===== src/rtl/chacha_aead_pkg.sv =====
// Shared types and helpers for the ChaCha20-Poly1305 message framer.
// The length-limit feature is selected by CHACHA_LEN_LIMIT_EN in the framer top.
package chacha_aead_pkg;

  localparam int DATA_W = 128;
  localparam int KEEP_W = DATA_W / 8;
  localparam int LEN_W  = 64;
  localparam int CNT_W  = $clog2(KEEP_W) + 1;
  localparam logic [63:0] MAX_PLD_BYTES = 64'd274877906880;

  typedef enum logic [2:0] {
    ST_IDLE  = 3'd0,
    ST_AAD   = 3'd1,
    ST_PLD   = 3'd2,
    ST_DRAIN = 3'd3,
    ST_LEN   = 3'd4,
    ST_DONE  = 3'd5,
    ST_ERR   = 3'd6
  } state_e;

  typedef enum logic {
    DEST_AAD = 1'b0,
    DEST_PLD = 1'b1
  } dest_e;

  typedef struct packed {
    logic [DATA_W-1:0] data;
    logic [KEEP_W-1:0] keep;
    dest_e             dest;
  } beat_t;

  function automatic logic [CNT_W-1:0] keep_popcount(input logic [KEEP_W-1:0] keep);
    logic [CNT_W-1:0] n;
    n = '0;
    for (int i = 0; i < KEEP_W; i++) n = n + CNT_W'(keep[i]);
    return n;
  endfunction

  // Legal keeps are 2^n-1: once a zero bit is seen no higher bit may be set.
  function automatic logic keep_contiguous(input logic [KEEP_W-1:0] keep);
    logic seen_zero, ok;
    seen_zero = 1'b0;
    ok        = 1'b1;
    for (int i = 0; i < KEEP_W; i++) begin
      if (!keep[i])       seen_zero = 1'b1;
      else if (seen_zero) ok        = 1'b0;
    end
    return ok;
  endfunction

endpackage


===== src/rtl/aead_out_reg.sv =====
// One-entry valid/ready output register; bytes whose keep bit is clear are
// zeroed on load so the core sees Poly1305 zero padding.
module aead_out_reg
  import chacha_aead_pkg::*;
(
  input  logic  clk,
  input  logic  rst_n,
  input  logic  clr,
  input  logic  load,
  input  beat_t in_beat,
  input  logic  out_ready,
  output logic  out_v,
  output beat_t out_beat
);

  logic [DATA_W-1:0] masked;

  for (genvar b = 0; b < KEEP_W; b++) begin : g_lane
    assign masked[8*b +: 8] = in_beat.data[8*b +: 8] & {8{in_beat.keep[b]}};
  end

  // load is only raised when the entry is empty or draining this cycle
  always_ff @(posedge clk or negedge rst_n) begin
    if (!rst_n) begin
      out_v    <= 1'b0;
      out_beat <= '0;
    end else if (clr) begin
      out_v <= 1'b0;
    end else if (load) begin
      out_v    <= 1'b1;
      out_beat <= '{data: masked, keep: in_beat.keep, dest: in_beat.dest};
    end else if (out_ready) begin
      out_v <= 1'b0;
    end
  end

endmodule


===== src/rtl/chacha20_poly1305_framer.sv =====
// AEAD message framer: routes AAD/payload beats to the core, counts bytes and
// emits the length block. Define CHACHA_LEN_LIMIT_EN to enforce MAX_PLD_BYTES.
module chacha20_poly1305_framer #(
  parameter int          DATA_W        = chacha_aead_pkg::DATA_W,
  parameter int          KEEP_W        = chacha_aead_pkg::KEEP_W,
  parameter int          LEN_W         = chacha_aead_pkg::LEN_W,
  parameter logic [63:0] MAX_PLD_BYTES = chacha_aead_pkg::MAX_PLD_BYTES
) (
  input  logic                 clk,
  input  logic                 rst_n,
  input  logic                 start,
  input  logic                 in_valid,
  output logic                 in_ready,
  input  logic [DATA_W-1:0]    in_data,
  input  logic [KEEP_W-1:0]    in_keep,
  input  logic                 in_is_aad,
  input  logic                 in_last,
  output logic                 aad_valid,
  output logic [DATA_W-1:0]    aad_data,
  output logic [KEEP_W-1:0]    aad_keep,
  input  logic                 aad_ready,
  output logic                 pld_valid,
  output logic [DATA_W-1:0]    pld_data,
  output logic [KEEP_W-1:0]    pld_keep,
  input  logic                 pld_ready,
  output logic                 len_valid,
  output logic [2*LEN_W-1:0]   len_block,
  input  logic                 len_ready,
  output logic                 busy,
  output logic                 done,
  output logic                 err
);

  import chacha_aead_pkg::*;

`ifdef CHACHA_LEN_LIMIT_EN
  localparam bit LIMIT_EN = 1'b1;
`else
  localparam bit LIMIT_EN = 1'b0;
`endif

  state_e           state;
  logic [LEN_W-1:0] aad_bytes, pld_bytes;
  logic             aad_short;
  logic             obuf_v, dest_ready, acc, bad, over, beat_ok, beat_err, load;
  beat_t            obuf, in_beat;
  logic [CNT_W-1:0] pc;
  logic [LEN_W:0]   pld_sum;

  assign dest_ready = (obuf.dest == DEST_PLD) ? pld_ready : aad_ready;

  always_comb begin
    in_ready = 1'b0;
    case (state)
      ST_AAD, ST_PLD: in_ready = !obuf_v || dest_ready;
      ST_ERR:         in_ready = 1'b1;
      default:        in_ready = 1'b0;
    endcase
  end

  // start wins over a same-cycle accept; ERR-state beats never reach acc
  assign acc = in_valid && in_ready && !start && (state == ST_AAD || state == ST_PLD);
  assign pc  = keep_popcount(in_keep);

  assign pld_sum = {1'b0, pld_bytes} + (LEN_W+1)'(pc);
  assign over    = LIMIT_EN && !in_is_aad && (pld_sum > (LEN_W+1)'(MAX_PLD_BYTES));

  // A short AAD beat without in_last is allowed once: the next beat must be payload.
  assign bad = !keep_contiguous(in_keep)
             || (in_keep == '0 && !in_last)
             || (in_is_aad && (state == ST_PLD || aad_short))
             || (!in_is_aad && !in_last && in_keep != '1)
             || over;

  assign beat_ok  = acc && !bad;
  assign beat_err = acc && bad;
  assign load     = beat_ok && (in_keep != '0);

  assign in_beat = '{data: in_data, keep: in_keep, dest: in_is_aad ? DEST_AAD : DEST_PLD};

  always_ff @(posedge clk or negedge rst_n) begin
    if (!rst_n) begin
      state     <= ST_IDLE;
      aad_bytes <= '0;
      pld_bytes <= '0;
      aad_short <= 1'b0;
      err       <= 1'b0;
      len_valid <= 1'b0;
      len_block <= '0;
    end else if (start) begin
      state     <= ST_AAD;
      aad_bytes <= '0;
      pld_bytes <= '0;
      aad_short <= 1'b0;
      err       <= 1'b0;
      len_valid <= 1'b0;
    end else begin
      case (state)
        ST_AAD, ST_PLD: begin
          if (beat_err) begin
            state <= ST_ERR;
            err   <= 1'b1;
          end else if (beat_ok) begin
            if (in_is_aad) aad_bytes <= aad_bytes + LEN_W'(pc);
            else           pld_bytes <= pld_bytes + LEN_W'(pc);
            aad_short <= in_is_aad && (in_keep != '1);
            if (in_last)        state <= ST_DRAIN;
            else if (in_is_aad) state <= ST_AAD;
            else                state <= ST_PLD;
          end
        end
        ST_DRAIN: begin
          if (!obuf_v) begin
            state     <= ST_LEN;
            len_valid <= 1'b1;
            len_block <= {pld_bytes, aad_bytes};
          end
        end
        ST_LEN: begin
          if (len_ready) begin
            state     <= ST_DONE;
            len_valid <= 1'b0;
          end
        end
        ST_DONE: state <= ST_IDLE;
        default: state <= state;
      endcase
    end
  end

  aead_out_reg u_obuf (
    .clk       (clk),
    .rst_n     (rst_n),
    .clr       (start),
    .load      (load),
    .in_beat   (in_beat),
    .out_ready (dest_ready),
    .out_v     (obuf_v),
    .out_beat  (obuf)
  );

  assign aad_valid = obuf_v && (obuf.dest == DEST_AAD);
  assign pld_valid = obuf_v && (obuf.dest == DEST_PLD);
  assign aad_data  = obuf.data;
  assign aad_keep  = obuf.keep;
  assign pld_data  = obuf.data;
  assign pld_keep  = obuf.keep;

  assign busy = (state != ST_IDLE);
  assign done = (state == ST_DONE);

endmodule


===== config.mk =====
export PLATFORM = sky130hd
export DESIGN_NAME = chacha20_poly1305_framer
export DESIGN_NICKNAME = d
export VERILOG_FILES = /design/src/rtl/chacha_aead_pkg.sv /design/src/rtl/aead_out_reg.sv /design/src/rtl/chacha20_poly1305_framer.sv
export SDC_FILE = /design/constraint.sdc
export NUM_CORES = 1
export LEC_CHECK = 0
export ABC_AREA = 1
export BUFFER_PORTS_ARGS = -buffer_cell sky130_fd_sc_hd__buf_2
export CAP_MARGIN = 10
export CORE_AREA = 2 2 224 226
export CTS_BUF_LIST = sky130_fd_sc_hd__clkbuf_8 sky130_fd_sc_hd__clkbuf_16
export DETAILED_ROUTE_END_ITERATION = 8
export DIE_AREA = 0 0 226 228
export PLACE_DENSITY = 0.76
export SLEW_MARGIN = 20
export SYNTH_ARGS = -nofsm -noshare
export SYNTH_HDL_FRONTEND = slang
export SYNTH_SLANG_ARGS = --single-unit

===== constraint.sdc =====
create_clock -name clk -period 3.9 [get_ports clk]
set_input_delay 0.195 -clock clk [delete_from_list [all_inputs] [get_ports clk]]
set_output_delay 0.195 -clock clk [all_outputs]
set_load 0.01 [all_outputs]

Yosys cells after proc, flatten, opt, wreduce, memory -nomap -nowiden
Cells that the tools add are included.

Mux-type cells: 80. Equal/unequal tests: 12. Bitwise logic cells: 19. Reduce and logical (&&, ||, !) cells: 44. Add/subtract/negate cells: 17.

Operators by type and width (count): 64-bit two-way mux (10); 64-bit by 5-bit adder with 64-bit output (2); 8-bit bitwise AND (16); 1-bit two-way mux (60); 5-bit by 1-bit adder with 5-bit output (11); 16-bit zero test (1); 16-bit != test (second input constant) (1); 16-bit nonzero test (1); 3-bit two-way mux (5); 1-bit logical AND (13); 3-bit one-hot mux with 4 select lines (1); 4-bit AND reduction (3); 3-bit equality test (second input constant) (3); 3-bit AND reduction (3); 3-bit nonzero test (3); 2-bit nonzero test (4); 3-bit by 2-bit equality test with 1-bit output (second input constant) (2); 1-bit zero test (6); 1-bit logical OR (6); 3-bit != test (second input constant) (2); 4-bit by 1-bit adder with 5-bit output (1); 5-bit nonzero test (1); 3-bit by 1-bit adder with 4-bit output (1); 2-bit two-way mux (2); 9 further kinds (14).

Flip-flop bits (word level): 408. Bits of input ports: 153. Output and inout bits: 423. Logic and storage cells: 183.

Depth between registers and ports, before layout
Gate-level depths: netlist of the first run.

Depth in word-level cells: 40. Gate-level depth with buffers: 26. Depth with buffers taken out: 25.

Hierarchy
From an unflattened synthesis of the first run, not the netlist that was laid out.

Cells, all modules: 3439. Area total of the unflattened synthesis: 23532.6 um^2.

By module, submodules not included: chacha20_poly1305_framer (area an instance 16931.2 um^2, sequential area each 6556.3 um^2, cells each 2546, times used 1); aead_out_reg (area an instance 6601.3 um^2, sequential area each 3653.5 um^2, cells each 893, times used 1).

Least setup slack after synthesis of the first run
Ideal clock, no wire load.

Path kind: input -> register. Start point: input in_keep[5]. End point: register pld_bytes[30]. Stages on the path: 22. Required time: 3.782 ns. Data arrival time: 4.740 ns. Path slack: -0.958 ns. Buffers on the path: 1. Library setup time: 0.118 ns. Path through: buf_2 inv_1 fa_1 fa_1 fa_1 fa_1 inv_1 ha_1 fa_1 inv_1 fa_1 inv_1 nand3_1 nand3_1 nand2_1 nand2_1 nand2_1 nor2_1 xor2_1 nor2_1 nand3_1 nand2_1.

Word-level cells in the longest chain between the ends: 29. Elaborated cells on any way between the ends: 62. Those cells by class: add/sub (12); eq/ne (2); mux (36); reduce/logical (12).

RTL lines: from (decl) (line chacha20_poly1305_framer.sv:15) `input logic [KEEP_W-1:0] in_keep,`; parallel branches: the longest is 29 deep, another holds 64-bit by 5-bit adder with 64-bit output; to (signal assigned) (line chacha20_poly1305_framer.sv:105) `else pld_bytes <= pld_bytes + LEN_W'(pc);`; to (decl) (line chacha20_poly1305_framer.sv:43) `logic [LEN_W-1:0] aad_bytes, pld_bytes;`.

Parallel ways; which one is timed is not known. The select of a mux whose other input is x is not followed. A chain may end at the register's enable or synchronous reset.

Worst setup path in the final report of the first run
Start point: input in_keep[3]. End point: register aad_bytes[49].

Word-level cells in the longest chain between the ends: 33. Elaborated cells on any way between the ends: 70. Those cells by class: add/sub (14); eq/ne (2); mux (42); reduce/logical (12).

RTL lines: parallel branches: the longest is 33 deep, another holds 4-bit by 1-bit adder with 5-bit output; to (signal assigned) (line chacha20_poly1305_framer.sv:104) `if (in_is_aad) aad_bytes <= aad_bytes + LEN_W'(pc);`; to (decl) (line chacha20_poly1305_framer.sv:43).

Parallel ways; which one is timed is not known. The select of a mux whose other input is x is not followed.

==> flow_summary.json, run 1 <==
{
  "status": "finished with violations",
  "violations": "negative setup slack",
  "cp_num_cells": 24,
  "dr.pass1.iters": 6,
  "synth_flop_cell": "dfrtp_1",
  "grt_pass1_vias": 22296,
  "syn_inst": 3199,
  "r2r_slack_ns": 1.10,
  "num_rows": 82,
  "r2r_cells": 11,
  "fin_tns_setup_ns": -43.56,
  "die-area_sq_mm": 0.0515,
  "synth.top_cells.by_count": "nand2_1 (1083), dfrtp_1 (408), nor2_1 (362), buf_4 (299), nand3_1 (223)",
  "cts_root_buf": "clkbuf_16",
  "timing.rr.start": "state[2]",
  "crit_buf_inv": 5,
  "critPathMaxStageDelay_ns": 0.65,
  "cts_buffer_depth": 3,
  "fp.dieH_microns": 228,
  "cp_slowest_cell": "fa_2",
  "crit_path_end": "aad_bytes[49]",
  "die_x_microns": 226,
  "grt.overflow.total": 0,
  "synth_edf_count": 0,
  "place_congestion": 1.02,
  "grt_max_degree": 96,
  "rsz0062_at_grt": "yes",
  "routed_wl_mm": 91.3,
  "cts.sinks": 408,
  "initialDrtViolationCount": 2802,
  "area.growth.synth_to_final_pct": 26.8,
  "reg2reg_to": "aad_bytes[36]",
  "hold_class": "input pin to flop",
  "synth.most_common_cell": "nand2_1",
  "drive_gt1_share_pct": 29.1,
  "fin_crit_ns": 4.37,
  "cp-start-kind": "input pin",
  "path_clk_slew_ns": 0.06,
  "syn_avg_cell_area_sq_um": 7.52,
  "cts_htree_levels": 2,
  "worst_pin_slew_ns": 0.909,
  "whs_ns": 0.0291,
  "finalNonFillerCells": 4354,
  "num-fill-cells": 4154,
  "crit_arrival_ns": 4.83,
  "synth.yosys.warnings": 0,
  "antenna_found_initial": 6,
  "dp_hpwl_mm": 63.5,
  "startpoint": "in_keep[3]",
  "yosysTopAreaCellShare_pct": 42.4,
  "slew_headroom_pct": 39.4,
  "postRouteAntennaNets": 0,
  "ir_drop_mv": 0.332,
  "ios": 576,
  "wire_per_inst_microns": 21.0,
  "dr_total_vias": 23857,
  "clk_latency_ns": 0.59,
  "place_ws_ns": -1.13,
  "path_cells": "buf_8 > fa_2 > inv_2 > fa_1 > fa_1 > fa_1 > inv_2 > ha_4 > fa_2 > xor2_4 > ha_4 > buf_6 > nand2_4 > nand2_2 > nand2_2 > nand2_2 > nand2_4 > o21ai_2 > buf_6 > nand3_1 > nand2_1 > nor2_1 > nand3_1 > nand2_1",
  "synth.largest_area_cell": "dfrtp_1",
  "worstSetupEndpointType": "flop",
  "critPathKind": "input pin to flop",
  "synth_seq_area_share_pct": 42.4,
  "cp.required_ns": 4.36,
  "viasPerCell": 5.48,
  "timing.fmax_ghz": 0.229,
  "synth-seq-cells": 408,
  "core_sq_mm": 0.0493,
  "cellPowerDensity_mw_per_mm2": 402,
  "finalHoldViolCount": 0,
  "cts_tree": "built",
  "p_leak_nw": 16.1,
  "syn-num-nets": 3382,
  "setup_viol": 122,
  "fin_crit_sh_pct": 112,
  "path_max_fanout": 6,
  "path_delay_family": "adder cells",
  "grt_use_total_pct": 34.2,
  "start_util_pct": 48.8,
  "final_net_count": 3828,
  "drc_errors": 0,
  "yosysUniqueCellTypes": 39,
  "fin_skew_ns": 0.0295,
  "synth_top_cells_by_area": "dfrtp_1 (42%), nand2_1 (17%), buf_4 (9.3%)",
  "port_buffers": 575,
  "max_cap_violations": 0,
  "synth_area_sq_mm": 0.0241,
  "synthArstFlopShare_pct": 100,
  "setup_ws_ns": -0.471,
  "report.final.slew_viol_count": 0,
  "dp_cells": 4115,
  "grt_pass1_wl_mm": 135,
  "cts_buffers": 44
}
-- worst min-delay path by stage --
stage                    start                  to  slack (ns)  depth (start not counted)
floorplan                rst_n        aad_bytes[0]       -0.10                          0
global placement         rst_n      len_block[104]        0.28                          1
detailed placement       rst_n      len_block[104]        0.28                          1
CTS                   in_valid            state[1]       0.001                          4
global route        in_keep[7]  u_obuf.out_beat[8]        0.04                          4
finish               aad_ready        u_obuf.out_v        0.03                          6
-- repair_timing --
item / CTS / global route
setup buffers: 14 / 16
hold buffers: 135 / 0
hold endpoints to repair: 223 / 0
pin swaps: 94 / 169
setup endpoints to repair: 122 / 123
resized for setup: 138 / 167
-- placed cells by master, fill, tap and decap left out, types with 8 or more instances in the layout --
cell type,n
ha_4,9
dlygate4sd3_1,135
clkbuf_8,11
o21ai_0,98
buf_6,43
nor2_2,19
o21ai_1,14
dfrtp_1,408
buf_4,69
nand2_2,45
nand3_1,180
o21ai_4,8
nor2_1,323
nand4_1,162
nand2_8,11
inv_1,177
nand3_4,23
ha_1,9
fa_1,8
nor3_1,31
nand2_4,46
clkbuf_16,45
nand3_2,21
xor2_1,56
buf_12,8
nand2_1,985
inv_2,14
buf_2,571
o21ai_2,12
mux2_2,46
nor2_4,21
xnor2_2,9
-- worst reg2reg max path: cells and delay by family, from the launching register on --
family | cells | cell delay, ns
flops | 1 | 0.45
compound gates | 1 | 0.18
simple gates | 7 | 1.43
buf+inv | 3 | 0.61
-- per-layer routing --
metal | routed length [microns] | track usage, % | vias up
li1 | - | - | 10805
met1 | 36000 | 46.0 | 11313
met2 | 40400 | 51.2 | 1476
met3 | 9630 | 8.06 | 259
met4 | 5230 | 18.3 | 4
met5 | 29 | 0 | -
-- state kept, by name, indices dropped and copies added, names as in the netlist --
name / count
aad_bytes: 64
aad_short: 1
err: 1
len_block: 128
len_valid: 1
pld_bytes: 64
state: 3
u_obuf.out_beat: 145
u_obuf.out_v: 1
-- through the flow --
stage / power [mW] / util (%) / instance area (sq um)
6_report: 12.3 / 61.8 / 30500
5_1_grt: 12.8 / 61.8 / 30500
4_1_cts: 11.9 / 60.2 / 29700
3_5_place_dp: 7.01 / 53.0 / 26200
3_3_place_gp: 6.98 / 53.0 / 26200
2_1_floorplan: 5.92 / - / 24500
-- area by class of cell --
cell class | instances | area (sq um) | share of cell area [%]
clock buffers | 56 | 1280 | 4.19
multi-input cells | 2174 | 11900 | 38.9
inverters | 189 | 719 | 2.36
flip-flops and latches | 408 | 10200 | 33.5
well taps | 672 | 841 | 2.76
repair buffers | 828 | 5400 | 17.7
diodes | 4 | 10.0 | 0.0328
clock inverters | 23 | 181 | 0.595
-- where the power goes --
group	total [mW]	internal, mW	switching (mW)
clock	4.27	2.45	1.82
combinational	3.47	1.53	1.94
sequential	4.53	4.38	0.145
-- cell families after synthesis --
kind of cell	Yosys count	share of synthesized area [%]
AO/OA/AOI/OAI	144	3.06
adder cells (fa/ha/maj)	30	1.93
multiplexers	46	2.15
flip-flops	408	42.4
AND/OR/NAND/NOR	1881	32.7
buffers and inverters	617	15.1
XOR/XNOR	73	2.66
Note: power is estimated with default switching activity, not from simulation.
==> inputs of run 2 (changes only) <==
--- a/config.mk
+++ b/config.mk
@@ -5,14 +5,13 @@
 export SDC_FILE = /design/constraint.sdc
 export NUM_CORES = 1
 export LEC_CHECK = 0
-export ABC_AREA = 1
 export BUFFER_PORTS_ARGS = -buffer_cell sky130_fd_sc_hd__buf_2
 export CAP_MARGIN = 10
-export CORE_AREA = 2 2 224 226
+export CORE_AREA = 2 2 226 228
 export CTS_BUF_LIST = sky130_fd_sc_hd__clkbuf_8 sky130_fd_sc_hd__clkbuf_16
 export DETAILED_ROUTE_END_ITERATION = 8
-export DIE_AREA = 0 0 226 228
-export PLACE_DENSITY = 0.76
+export DIE_AREA = 0 0 228 230
+export PLACE_DENSITY = 0.68
 export SLEW_MARGIN = 20
 export SYNTH_ARGS = -nofsm -noshare
 export SYNTH_HDL_FRONTEND = slang
==> run 2 against run 1 <==
The flow still finishes with violations (negative setup slack). Fmax is 10% lower. Combinational power is 50% lower. Synthesized area is 13% lower. Hold slack better by 0.0071 ns. First-iteration DRC count is 54% lower. Critical path depth is 6 lower. Clock power is 4% higher. Sequential power is 5.5% lower. Worst setup slack worse by 0.50 ns. Register-to-register slack worse by 0.30 ns. Critical path type unchanged. Critical endpoint is now aad_bytes[52].
==> flow_summary.json, run 2 <==
{
  "timing.rr.start": "pld_bytes[8]",
  "syn_avg_cell_area_sq_um": 9.81,
  "synth_flop_cell": "dfrtp_1",
  "dp_hpwl_mm": 50.0,
  "synth_top_family_by_area": "simple AND/OR/NAND/NOR gates",
  "report.final.slew_viol_count": 0,
  "synth_edf_count": 0,
  "crit_path_end": "aad_bytes[52]",
  "postRouteAntennaNets": 0,
  "synth_seq_area_share_pct": 48.5,
  "yosys.area_share.adder_pct": 2.21,
  "status": "finished with violations",
  "startpoint": "in_keep[0]",
  "num-fill-cells": 4310,
  "yosys.area_share.simple_pct": 16.4,
  "cp.required_ns": 4.39,
  "critPathKind": "input pin to flop",
  "synth.largest_area_cell": "dfrtp_1",
  "synth-seq-cells": 408,
  "final_net_count": 2807,
  "fin_crit_ns": 4.87,
  "antenna_found_initial": 3,
  "grt_pass1_vias": 17645,
  "fp.dieH_microns": 230,
  "cts_buffers": 46,
  "setup_ws_ns": -0.970,
  "p_leak_nw": 13.5,
  "grt_use_total_pct": 26.2,
  "syn-num-nets": 2327,
  "synth_top_cells_by_area": "dfrtp_1 (49%), buf_4 (11%), mux2_2 (6.5%)",
  "violations": "negative setup slack",
  "synth.yosys.warnings": 0,
  "cellPowerDensity_mw_per_mm2": 385,
  "drc_errors": 0,
  "worstSetupEndpointType": "flop",
  "die-area_sq_mm": 0.0524,
  "largest_reg_flops": 145,
  "whs_ns": 0.0361,
  "path_max_fanout": 5,
  "area.growth.synth_to_final_pct": 28.9,
  "drive_gt1_share_pct": 41.0,
  "cp-start-kind": "input pin",
  "rsz0062_at_grt": "yes",
  "hold_class": "input pin to flop",
  "start_util_pct": 42.2,
  "core_sq_mm": 0.0499,
  "fin_skew_ns": 0.0315,
  "cts_root_buf": "clkbuf_16",
  "final_common_cell": "buf_2",
  "cts.sinks": 408,
  "max_cap_violations": 0,
  "cp_slowest_cell": "fa_2",
  "port_buffers": 575,
  "path_clk_slew_ns": 0.06,
  "path_cells": "buf_8 > fa_1 > inv_2 > fa_1 > fa_2 > fa_1 > inv_2 > ha_4 > fa_2 > inv_2 > fa_2 > nor2b_4 > o31ai_4 > a2111oi_4 > nand4_1 > or3_4 > o311a_1 > a31o_1",
  "ios": 576,
  "num_rows": 82,
  "largestRegisters": "u_obuf.out_beat: 145 flops, len_block: 128 flops",
  "viasPerCell": 5.39,
  "min_from": "pld_ready",
  "fin_crit_sh_pct": 125,
  "top_register": "u_obuf.out_beat",
  "dp_cells": 3078,
  "grt_max_degree": 163,
  "timing.fmax_ghz": 0.205,
  "cts_htree_levels": 2,
  "wire_per_inst_microns": 21.5,
  "muxShareOfSynthArea_pct": 7.20,
  "r2r_slack_ns": 0.80,
  "finalNonFillerCells": 3336,
  "worst_pin_slew_ns": 1.29,
  "ir_drop_mv": 0.340,
  "reg2reg_to": "pld_bytes[51]",
  "dr.pass1.iters": 5,
  "clk_latency_ns": 0.60,
  "synth.top_cells.by_count": "dfrtp_1 (408), nand2_1 (341), buf_4 (305), mux2_2 (122), o21ai_1 (121)",
  "critPathMaxStageDelay_ns": 0.56,
  "die_x_microns": 228,
  "grt_pass1_wl_mm": 107,
  "r2r_cells": 7,
  "final_cell_mix": "buf_2 (571), dfrtp_1 (408), nand2_1 (338), o21ai_1 (136), dlygate4sd3_1 (132)",
  "yosysUniqueCellTypes": 72,
  "synthXorXnorAreaFrac_pct": 0.833,
  "setup_viol": 120,
  "cts_tree": "built",
  "slew_headroom_pct": 14.0,
  "synth_compound_area_share_pct": 11.4,
  "dr_total_vias": 17995,
  "synth.most_common_cell": "dfrtp_1",
  "finalHoldViolCount": 0,
  "crit_arrival_ns": 5.36,
  "synth_area_sq_mm": 0.0210,
  "yosysTopAreaCellShare_pct": 48.5,
  "place_congestion": 1.02,
  "place_ws_ns": -1.67,
  "initialDrtViolationCount": 1293,
  "grt.overflow.total": 0,
  "syn_inst": 2144,
  "synthArstFlopShare_pct": 100,
  "routed_wl_mm": 71.7,
  "cts_buffer_depth": 3
}
==> run 2: cell types whose count changed in the layout (fill, tap and decap cells not counted), sizes merged, moves of 84 or more <==
cell,delta
a21oi,+107
inv,-155
mux2,+84
nand2,-746
nand3,-165
nand4,-112
nor2,-315
o21ai,+85
==> run 2: area by class of cell <==
type                       instances  area, sq um  share of cell area [%]
antenna                            3         7.51                  0.0277
clock buffer                      59         1340                    4.95
clock inverter                    26          231                   0.854
inverter                          35          134                   0.494
multi-input combinational       1298         8840                    32.6
sequential                       408        10200                    37.7
tap                              672          841                    3.10
timing repair buffer             835         5510                    20.3
==> run 2: layer usage <==
layer | up-vias | wire (microns) | global-route usage (%)
li1 | 8147 | - | -
met1 | 8970 | 29300 | 33.5
met2 | 740 | 34400 | 42.6
met3 | 138 | 5050 | 6.06
met4 | 0 | 3000 | 11.4
met5 | - | 0 | 0
==> run 2: repair_timing <==
item / CTS / global route
pin swaps: 34 / 45
gates cloned: 4 / 2
setup buffers: 24 / 15
setup endpoints to repair: 120 / 122
hold buffers: 132 / 0
endpoints found under the hold margin: 229 / 0
gates resized for setup: 71 / 124
==> run 2: cells by family (layout without fill, tap and decap cells) <==
group / count (synthesis) / count (layout)
buffers and inverters: 439 / 955
XOR/XNOR: 20 / 20
AO/OA/AOI/OAI: 419 / 419
flip-flops: 408 / 408
other: 0 / 3
multiplexers: 135 / 135
adder cells (fa/ha/maj): 30 / 30
AND/OR/NAND/NOR: 693 / 694
==> run 2: worst max-delay path: cells and delay by family <==
kind	cells	cell delay (ns)
AO/OA/AOI/OAI	4	0.95
AND/OR/NAND/NOR	3	0.81
buffers and inverters	4	0.25
adder cells (fa/ha/maj)	7	3.16
==> run 2: how the worst min path moves through the flow <==
stage	endpoint	depth (start not counted)
after floorplan	aad_bytes[0]	0
after global placement	len_block[90]	1
after CTS	u_obuf.out_v	4
after global routing	u_obuf.out_v	4
after detailed placement	len_block[89]	1
final	u_obuf.out_v	4
==> run 2: power breakdown <==
part	switching [mW]	internal, mW	leakage [nW]
logic	0.891	0.837	7.02
registers	0.0320	4.25	5.70
clock network	1.86	2.57	0.810
==> run 2: metrics by stage <==
| step | util, % | TNS, ns | instance area, sq um | power (mW) |
|---|---|---|---|---|
| floorplan | - | -80.64 | 21300 | 5.13 |
| global placement | 46.2 | -140.99 | 23000 | 5.74 |
| detailed placement | 46.2 | -147.35 | 23000 | 5.78 |
| CTS | 53.0 | -65.32 | 26400 | 10.5 |
| global route | 54.4 | -93.82 | 27100 | 10.9 |
| finish | 54.4 | -78.86 | 27100 | 10.4 |
